<file path="config.mk">
export PLATFORM = sky130hd
export DESIGN_NAME = input_port_buffer
export DESIGN_NICKNAME = d
export VERILOG_FILES = /design/src/rtl/input_port_buffer.sv
export SDC_FILE = /design/constraint.sdc
export NUM_CORES = 1
export LEC_CHECK = 0
export ABC_AREA = 0
export CAP_MARGIN = 20
export CORE_MARGIN = 1
export CORE_UTILIZATION = 49
export DETAILED_ROUTE_END_ITERATION = 12
export GPL_TIMING_DRIVEN = 0
export PLACE_DENSITY_LB_ADDON = 0.08
export SLEW_MARGIN = 15
export SYNTH_ARGS = -nofsm -noshare
export SYNTH_HDL_FRONTEND = slang
export SYNTH_SLANG_ARGS = --single-unit
</file>
<file path="constraint.sdc">
create_clock -name clk -period 2.3 [get_ports clk]
set_input_delay 0.46 -clock clk [delete_from_list [all_inputs] [get_ports clk]]
set_output_delay 0.46 -clock clk [all_outputs]
set_load 0.02 [all_outputs]
</file>
<file path="src/rtl/input_port_buffer.sv">
// -----------------------------------------------------------------------------
// input_port_buffer
//
// Per-direction input buffer of the NoC router. Flits from the upstream link
// are stored in a first-word-fall-through FIFO. The read side tracks packet
// boundaries so the arbiter can see, for the flit at the head, whether it is
// a header or a tail and which YX destination the current packet targets.
//
// Parameters
//   FLIT_WIDTH   : flit width in bits; bits [7:0] of a header carry YX dest
//   DEPTH        : FIFO entries, power of two, >= 2
//   PACKET_FLITS : fixed number of flits per packet (header included), >= 2
//
// Ports
//   clk              : system clock, all state on the rising edge
//   reset            : synchronous, active-high reset
//   ib_write_i       : upstream write strobe
//   ib_data_i        : upstream flit
//   ib_read_i        : pop request (arbiter read grant for this port)
//   ib_data_o        : head flit, 0 when empty
//   ib_empty_o       : FIFO holds no flits
//   ib_full_o        : FIFO holds DEPTH flits
//   ib_addr_header_o : YX destination of the packet currently at the head
//   ib_header_o      : head flit is a packet header
//   ib_tail_o        : head flit is the last flit of its packet
//   ib_overflow_o    : sticky, a write was dropped
//   ib_underflow_o   : sticky, a read was issued while empty
// -----------------------------------------------------------------------------
module input_port_buffer #(
  parameter int FLIT_WIDTH   = 32,
  parameter int DEPTH        = 4,
  parameter int PACKET_FLITS = 4
) (
  input  logic                  clk,
  input  logic                  reset,
  input  logic                  ib_write_i,
  input  logic [FLIT_WIDTH-1:0] ib_data_i,
  input  logic                  ib_read_i,
  output logic [FLIT_WIDTH-1:0] ib_data_o,
  output logic                  ib_empty_o,
  output logic                  ib_full_o,
  output logic [7:0]            ib_addr_header_o,
  output logic                  ib_header_o,
  output logic                  ib_tail_o,
  output logic                  ib_overflow_o,
  output logic                  ib_underflow_o
);

  localparam int AW = $clog2(DEPTH);
  localparam int CW = $clog2(PACKET_FLITS);

  localparam logic [AW:0]   FULL_COUNT = (AW + 1)'(DEPTH);
  localparam logic [CW-1:0] LAST_FLIT  = CW'(PACKET_FLITS - 1);

  // Storage and FIFO bookkeeping
  logic [FLIT_WIDTH-1:0] mem [DEPTH];
  logic [AW-1:0]         wr_ptr;
  logic [AW-1:0]         rd_ptr;
  logic [AW:0]           count;

  // Read-side packet tracking
  logic [CW-1:0]         rd_flit_cnt;
  logic [7:0]            hdr_reg;

  // Sticky error flags
  logic                  overflow_q;
  logic                  underflow_q;

  // Combinational decode
  logic                  empty;
  logic                  full;
  logic                  rd_acc;
  logic                  wr_acc;
  logic [FLIT_WIDTH-1:0] head;
  logic                  at_header;

  // NOTE: every signal driven here gets a default first so no path can leave
  // it unassigned; otherwise synthesis infers a latch.
  always_comb begin
    empty     = (count == '0);
    full      = (count == FULL_COUNT);
    head      = mem[rd_ptr];
    rd_acc    = ib_read_i & ~empty;
    // A write into a full FIFO is accepted when a pop frees a slot in the
    // same cycle, which keeps full-rate streaming through a full buffer.
    wr_acc    = ib_write_i & (~full | rd_acc);
    at_header = ~empty & (rd_flit_cnt == '0);
  end

  // NOTE: the storage array is deliberately left out of reset. Stale entries
  // are unreachable because empty masks the output and the pointers restart,
  // and leaving it unreset lets the array map onto plain RAM/regfile cells.
  always_ff @(posedge clk) begin
    if (!reset && wr_acc) begin
      mem[wr_ptr] <= ib_data_i;
    end
  end

  // NOTE: sequential state uses non-blocking assignments so every register
  // samples the pre-edge values, independent of statement order.
  always_ff @(posedge clk) begin
    if (reset) begin
      wr_ptr      <= '0;
      rd_ptr      <= '0;
      count       <= '0;
      rd_flit_cnt <= '0;
      hdr_reg     <= '0;
      overflow_q  <= 1'b0;
      underflow_q <= 1'b0;
    end else begin
      if (wr_acc) begin
        wr_ptr <= wr_ptr + 1'b1;
      end

      if (rd_acc) begin
        rd_ptr <= rd_ptr + 1'b1;
        if (rd_flit_cnt == LAST_FLIT) begin
          rd_flit_cnt <= '0;
        end else begin
          rd_flit_cnt <= rd_flit_cnt + 1'b1;
        end
        // Capture the destination as the header leaves, so it stays
        // visible for the body and tail flits of the same packet.
        if (rd_flit_cnt == '0) begin
          hdr_reg <= head[7:0];
        end
      end

      unique case ({wr_acc, rd_acc})
        2'b10:   count <= count + 1'b1;
        2'b01:   count <= count - 1'b1;
        default: count <= count;
      endcase

      if (ib_write_i && !wr_acc) begin
        overflow_q <= 1'b1;
      end
      if (ib_read_i && empty) begin
        underflow_q <= 1'b1;
      end
    end
  end

  // Output drive
  always_comb begin
    ib_empty_o       = empty;
    ib_full_o        = full;
    ib_data_o        = empty ? '0 : head;
    ib_header_o      = at_header;
    ib_tail_o        = ~empty & (rd_flit_cnt == LAST_FLIT);
    // While the header sits at the head its address comes straight from
    // storage; afterwards the captured copy holds it for the rest of the
    // packet.
    ib_addr_header_o = at_header ? head[7:0] : hdr_reg;
    ib_overflow_o    = overflow_q;
    ib_underflow_o   = underflow_q;
  end

endmodule

</file>
; Yosys cells after proc, flatten, opt, wreduce, memory -nomap -nowiden
; Memories as Yosys holds them, arrays and structs flattened. A register that Yosys moved wholly into a read port is not among the register bits.
; Index checks and enable logic that the tools add are counted.
[word_totals]
memories = 1
out_inout_bits = 46
input_bits = 36
regBits = 19
mem_bits_rw = 128
[op_classes]
bitwise_logic = 7
addsub = 5
n_reduce_logical = 9
n_eq_ne = 4
mux = 8
[memory_table]
columns = memory, depth, width, rd, rd_ports_with_merged_regs, write_ports, line_no
row1 = mem, 4, 32, 1, 1, 1, 56  ; logic [FLIT_WIDTH-1:0] mem [DEPTH];
[ops]
columns = cell, n
row1 = two-way mux 32 bit, 1
row2 = two-way mux 8 bit, 1
row3 = adder 2 x 1 -> 2 bit (second input constant), 3
row4 = two-way mux 2 bit, 3
row5 = case mux 3 bit (2 select lines), 1
row6 = bitwise AND 1 bit, 4
row7 = == test 2 bit (second input constant), 2
row8 = adder 3 x 1 -> 3 bit (second input constant), 1
row9 = == test 3 bit (second input constant), 1
row10 = logical AND 1 bit, 3
row11 = zero test 3 bit, 1
row12 = subtractor 3 x 1 -> 3 bit (second input constant), 1
row13 = == test 2 x 1 -> 1 bit (second input constant), 1
row14 = zero test 1 bit, 2
row15 = zero test 2 bit, 1
row16 = two-way mux 1 bit, 2
row17 = inverter 1 bit, 2
row18 = AND reduction 2 bit, 1
row19 = nonzero test 2 bit, 1
row20 = bitwise OR 1 bit, 1

; Longest topological paths before layout
[logic_depth]
word_depth = 8
ltp_mapped = 7
ltp_nobuf = 6

; Least setup slack after synthesis
; OpenSTA, ideal clock, no wires.
[synth_timing]
kind = in2reg
startpoint = input port ib_write_i
endpoint = memory mem[1][0], enable pin
cell_stages = 4
n_path_buf = 1
setup_slack_ns = 0.092
t_arrival_ns = 1.816
path_cell_list = buf_2 > inv_1 > nor3_1 > and2_1
[synth_via]
elab_chain_cells = 4
[synth_lines]
columns = element, line_no
row1 = from (decl), 36  ; input logic ib_write_i,
row2 = bitwise AND 1 bit, 86  ; wr_acc = ib_write_i & (~full | rd_acc);
row3 = logical AND 1 bit, 94  ; if (!reset && wr_acc) begin
row4 = two-way mux 1 bit, 94
row5 = two-way mux 1 bit (not written as such), 95  ; mem[wr_ptr] <= ib_data_i;
row6 = to (decl), 56
; No other way between the ends.

==> impl_metrics.tcl <==
set metrics [dict create \
    timing.slew.headroom_pct 55.96 \
    grt_pass1_wl_microns 18510 \
    wl_per_cell_microns 18.75 \
    drtAntennaViolNets 0 \
    yosysSeqAreaShare_pct 71.13 \
    rsz0062_at_grt "true" \
    critPathArrivalTime_ns 2.01 \
    utilization_pct 69.21 \
    ir_drop_mv 0.6014 \
    hold_class "flop to flop" \
    dpl.hpwl_microns 7099 \
    fin_area_sq_um 8278 \
    final_hold_viol_count 0 \
    fin_hold_ws_ns 0.4539 \
    drv_cap 0 \
    powerDensity_nw_per_um2 950.5 \
    antenna_cells 0 \
    cts_tree "done" \
    worstSetupPathType "flop to primary output" \
    multi_input_area_sq_um 1829 \
    die-area_sq_um 12680 \
    worstSetupStartpointType "flop" \
    die_w_microns 112.6 \
    vias_per_cell 5.346 \
    syn_area_per_cell_sq_um 18.11 \
    min_period_over_period_pct 107.2 \
    post-route-min-period_ns 2.465 \
    clock-sinks 149 \
    place_congestion 0.7912 \
    initial_core_util_pct 50.12 \
    clk_pin_slew_ns 0.06 \
    cts-buffers-inserted 17 \
    setup_viol_count_final 39 \
    drcViolationCount 0 \
    max_freq_mhz 405.6 \
    nNetsFinal 502 \
    ctsRootBufferMaster "clkbuf_16" \
    synth_edf_count 128 \
    area_delta_synth_final_pct 38.09 \
    met2_length_microns 5750 \
    first_iter_violations 177 \
    syn-num-nets 374 \
    rows 40 \
    netlist_instances 331 \
    drive_gt1_share_pct 39.83 \
    worst_pin_slew_ns 0.6595 \
    yosys_warnings 0 \
    ctsLongestPathBuffers 2 \
    h-tree-depth 4 \
    synth.distinct_cells 44 \
    grt-ovfl-total 0 \
    end_kind "primary output" \
    regArea_sq_um 4265 \
    top_layer_used "met4" \
    antenna_found_initial 0 \
    n_fill_cell 781 \
    power_leakage_uw 0.002964 \
    outcome "complete, but fails checks" \
    fin_skew_ns 0.007258 \
    io_pins 82 \
    async_flop_share_pct 0 \
    drt-met1-wl_microns 5093 \
    setup_slack_ns -0.1654 \
    route.met3.wl_microns 561 \
    grt_max_degree 23 \
    largest_reg_flops 128 \
    cp_max_fo 6 \
    synthesis.area_sq_um 5994 \
    ys.flop_type "edfxtp_1" \
    synth-seq-cells 149 \
    drv_slew 0 \
    insertion_delay_ns 0.42 \
    power_uw 7868 \
    cp.required_ns 1.84 \
    grtUsageTotal_pct 20.18 \
    portBuffers 81 \
    fp.dieH_microns 112.6 \
    coreArea_sq_um 11960 \
    violations "negative setup slack" \
    num_vias 3309 \
    grt_pass1_vias 3477 \
    drt_pre_antenna_iters 4 \
    routed_wl_microns 11610 \
    placed_cell_area_sq_um 7089 \
]
==> cells by family after synthesis <==
group / after synthesis / synth area share, %
XOR/XNOR: 4 / 0.5844
multiplexers: 41 / 13.82
buffers and inverters: 26 / 2.296
adder cells (fa/ha/maj): 7 / 1.586
AND/OR/NAND/NOR: 78 / 7.535
AO/OA/AOI/OAI: 26 / 3.048
flip-flops: 149 / 71.13
==> cells in the mapped netlist (2+ instances only) <==
master | instances | area, sq um
nand3_1 | 2 | 10.01
o21ai_0 | 2 | 10.01
xor2_1 | 4 | 35.03
buf_1 | 2 | 7.510
or2_2 | 2 | 12.51
nor2_1 | 7 | 26.28
nor2b_1 | 33 | 206.5
o2111ai_1 | 2 | 17.52
and2_1 | 4 | 25.02
nand2_1 | 17 | 63.81
nand2b_1 | 2 | 12.51
edfxtp_1 | 128 | 3844
buf_2 | 7 | 35.03
dfxtp_1 | 21 | 420.4
mux4_2 | 30 | 675.7
ha_1 | 6 | 75.07
buf_4 | 2 | 15.01
a21oi_1 | 13 | 65.06
mux4_1 | 2 | 52.55
clkbuf_1 | 4 | 15.01
nor3b_1 | 2 | 15.01
or3_1 | 2 | 12.51
mux2_2 | 8 | 90.09
inv_1 | 9 | 33.78
==> cell usage in the layout (no fill, tap or decap), drive strengths merged, types with 6 or more instances in the layout <==
cell type      Yosys  final
clkbuf             4     23
ha                 6      6
mux4              32     32
clkinv             0     10
nor2b             33     33
clkdlybuf4s50      0     37
nand2             17     17
dfxtp             21     21
nor2               7      7
buf               13     82
a21oi             13     13
mux2               8      8
inv                9      9
edfxtp           128    128
==> through the flow <==
step,std cells,setup TNS [ns],setup slack [ns]
after CTS,610,-4.049,-0.2043
after global routing,619,-5.800,-0.2251
after global placement,559,-155.15,-1.175
final,619,-3.095,-0.1654
after floorplan,331,0,0.09161
after detailed placement,563,-49.04,-0.5561
==> worst paths after layout <==
| path | startpoint | slack [ns] | end | cells after the start |
|---|---|---|---|---|
| max | flop | -0.17 | ib_addr_header_o[1] | 5 |
| max reg2reg | count[2] | 0.15 | count[1] | 7 |
| min | hdr_reg[3] | 0.45 | hdr_reg[3] | 2 |
| min reg2reg | hdr_reg[3] | 0.45 | hdr_reg[3] | 2 |
==> area by class of cell <==
| type | count | share of cell area, % |
|---|---|---|
| clock buffers | 19 | 5.230 |
| well taps | 147 | 2.222 |
| flip-flops and latches | 149 | 51.53 |
| clock inverters | 13 | 1.391 |
| plain buffers | 17 | 2.222 |
| inverters | 9 | 0.4081 |
| repair buffers | 109 | 14.90 |
| multi-input cells | 156 | 22.10 |
==> worst max-delay path, cell delays in order (launching register included) <==
cell and delay [ns]:
dfxtp_2 0.34, buf_12 0.13, clkbuf_16 0.15, mux4_2 0.53, mux2_4 0.29, buf_6 0.13
==> report_power, final <==
part / leakage (uW) / internal, uW / switching (uW) / total, uW
clock: 0.000268 / 1570 / 999 / 2570
sequential: 0.00133 / 3050 / 42.7 / 3090
combinational: 0.00136 / 1190 / 1020 / 2210
total: 0.00296 / 5800 / 2060 / 7870
==> layer usage <==
layer / track usage (%) / up-vias
met4: 8.800 / 0
li1: - / 1545
met5: 0 / -
met3: 5.940 / 15
met2: 32.18 / 83
met1: 25.87 / 1666
==> what timing repair did <==
action	4_1_cts	5_1_grt
endpoints found under the setup margin	45	120
hold buffers	0	0
pin swaps	2	2
gates resized for setup	225	112
gates cloned	2	1
buffers inserted	13	8
Power figures use the tool's default switching activity.
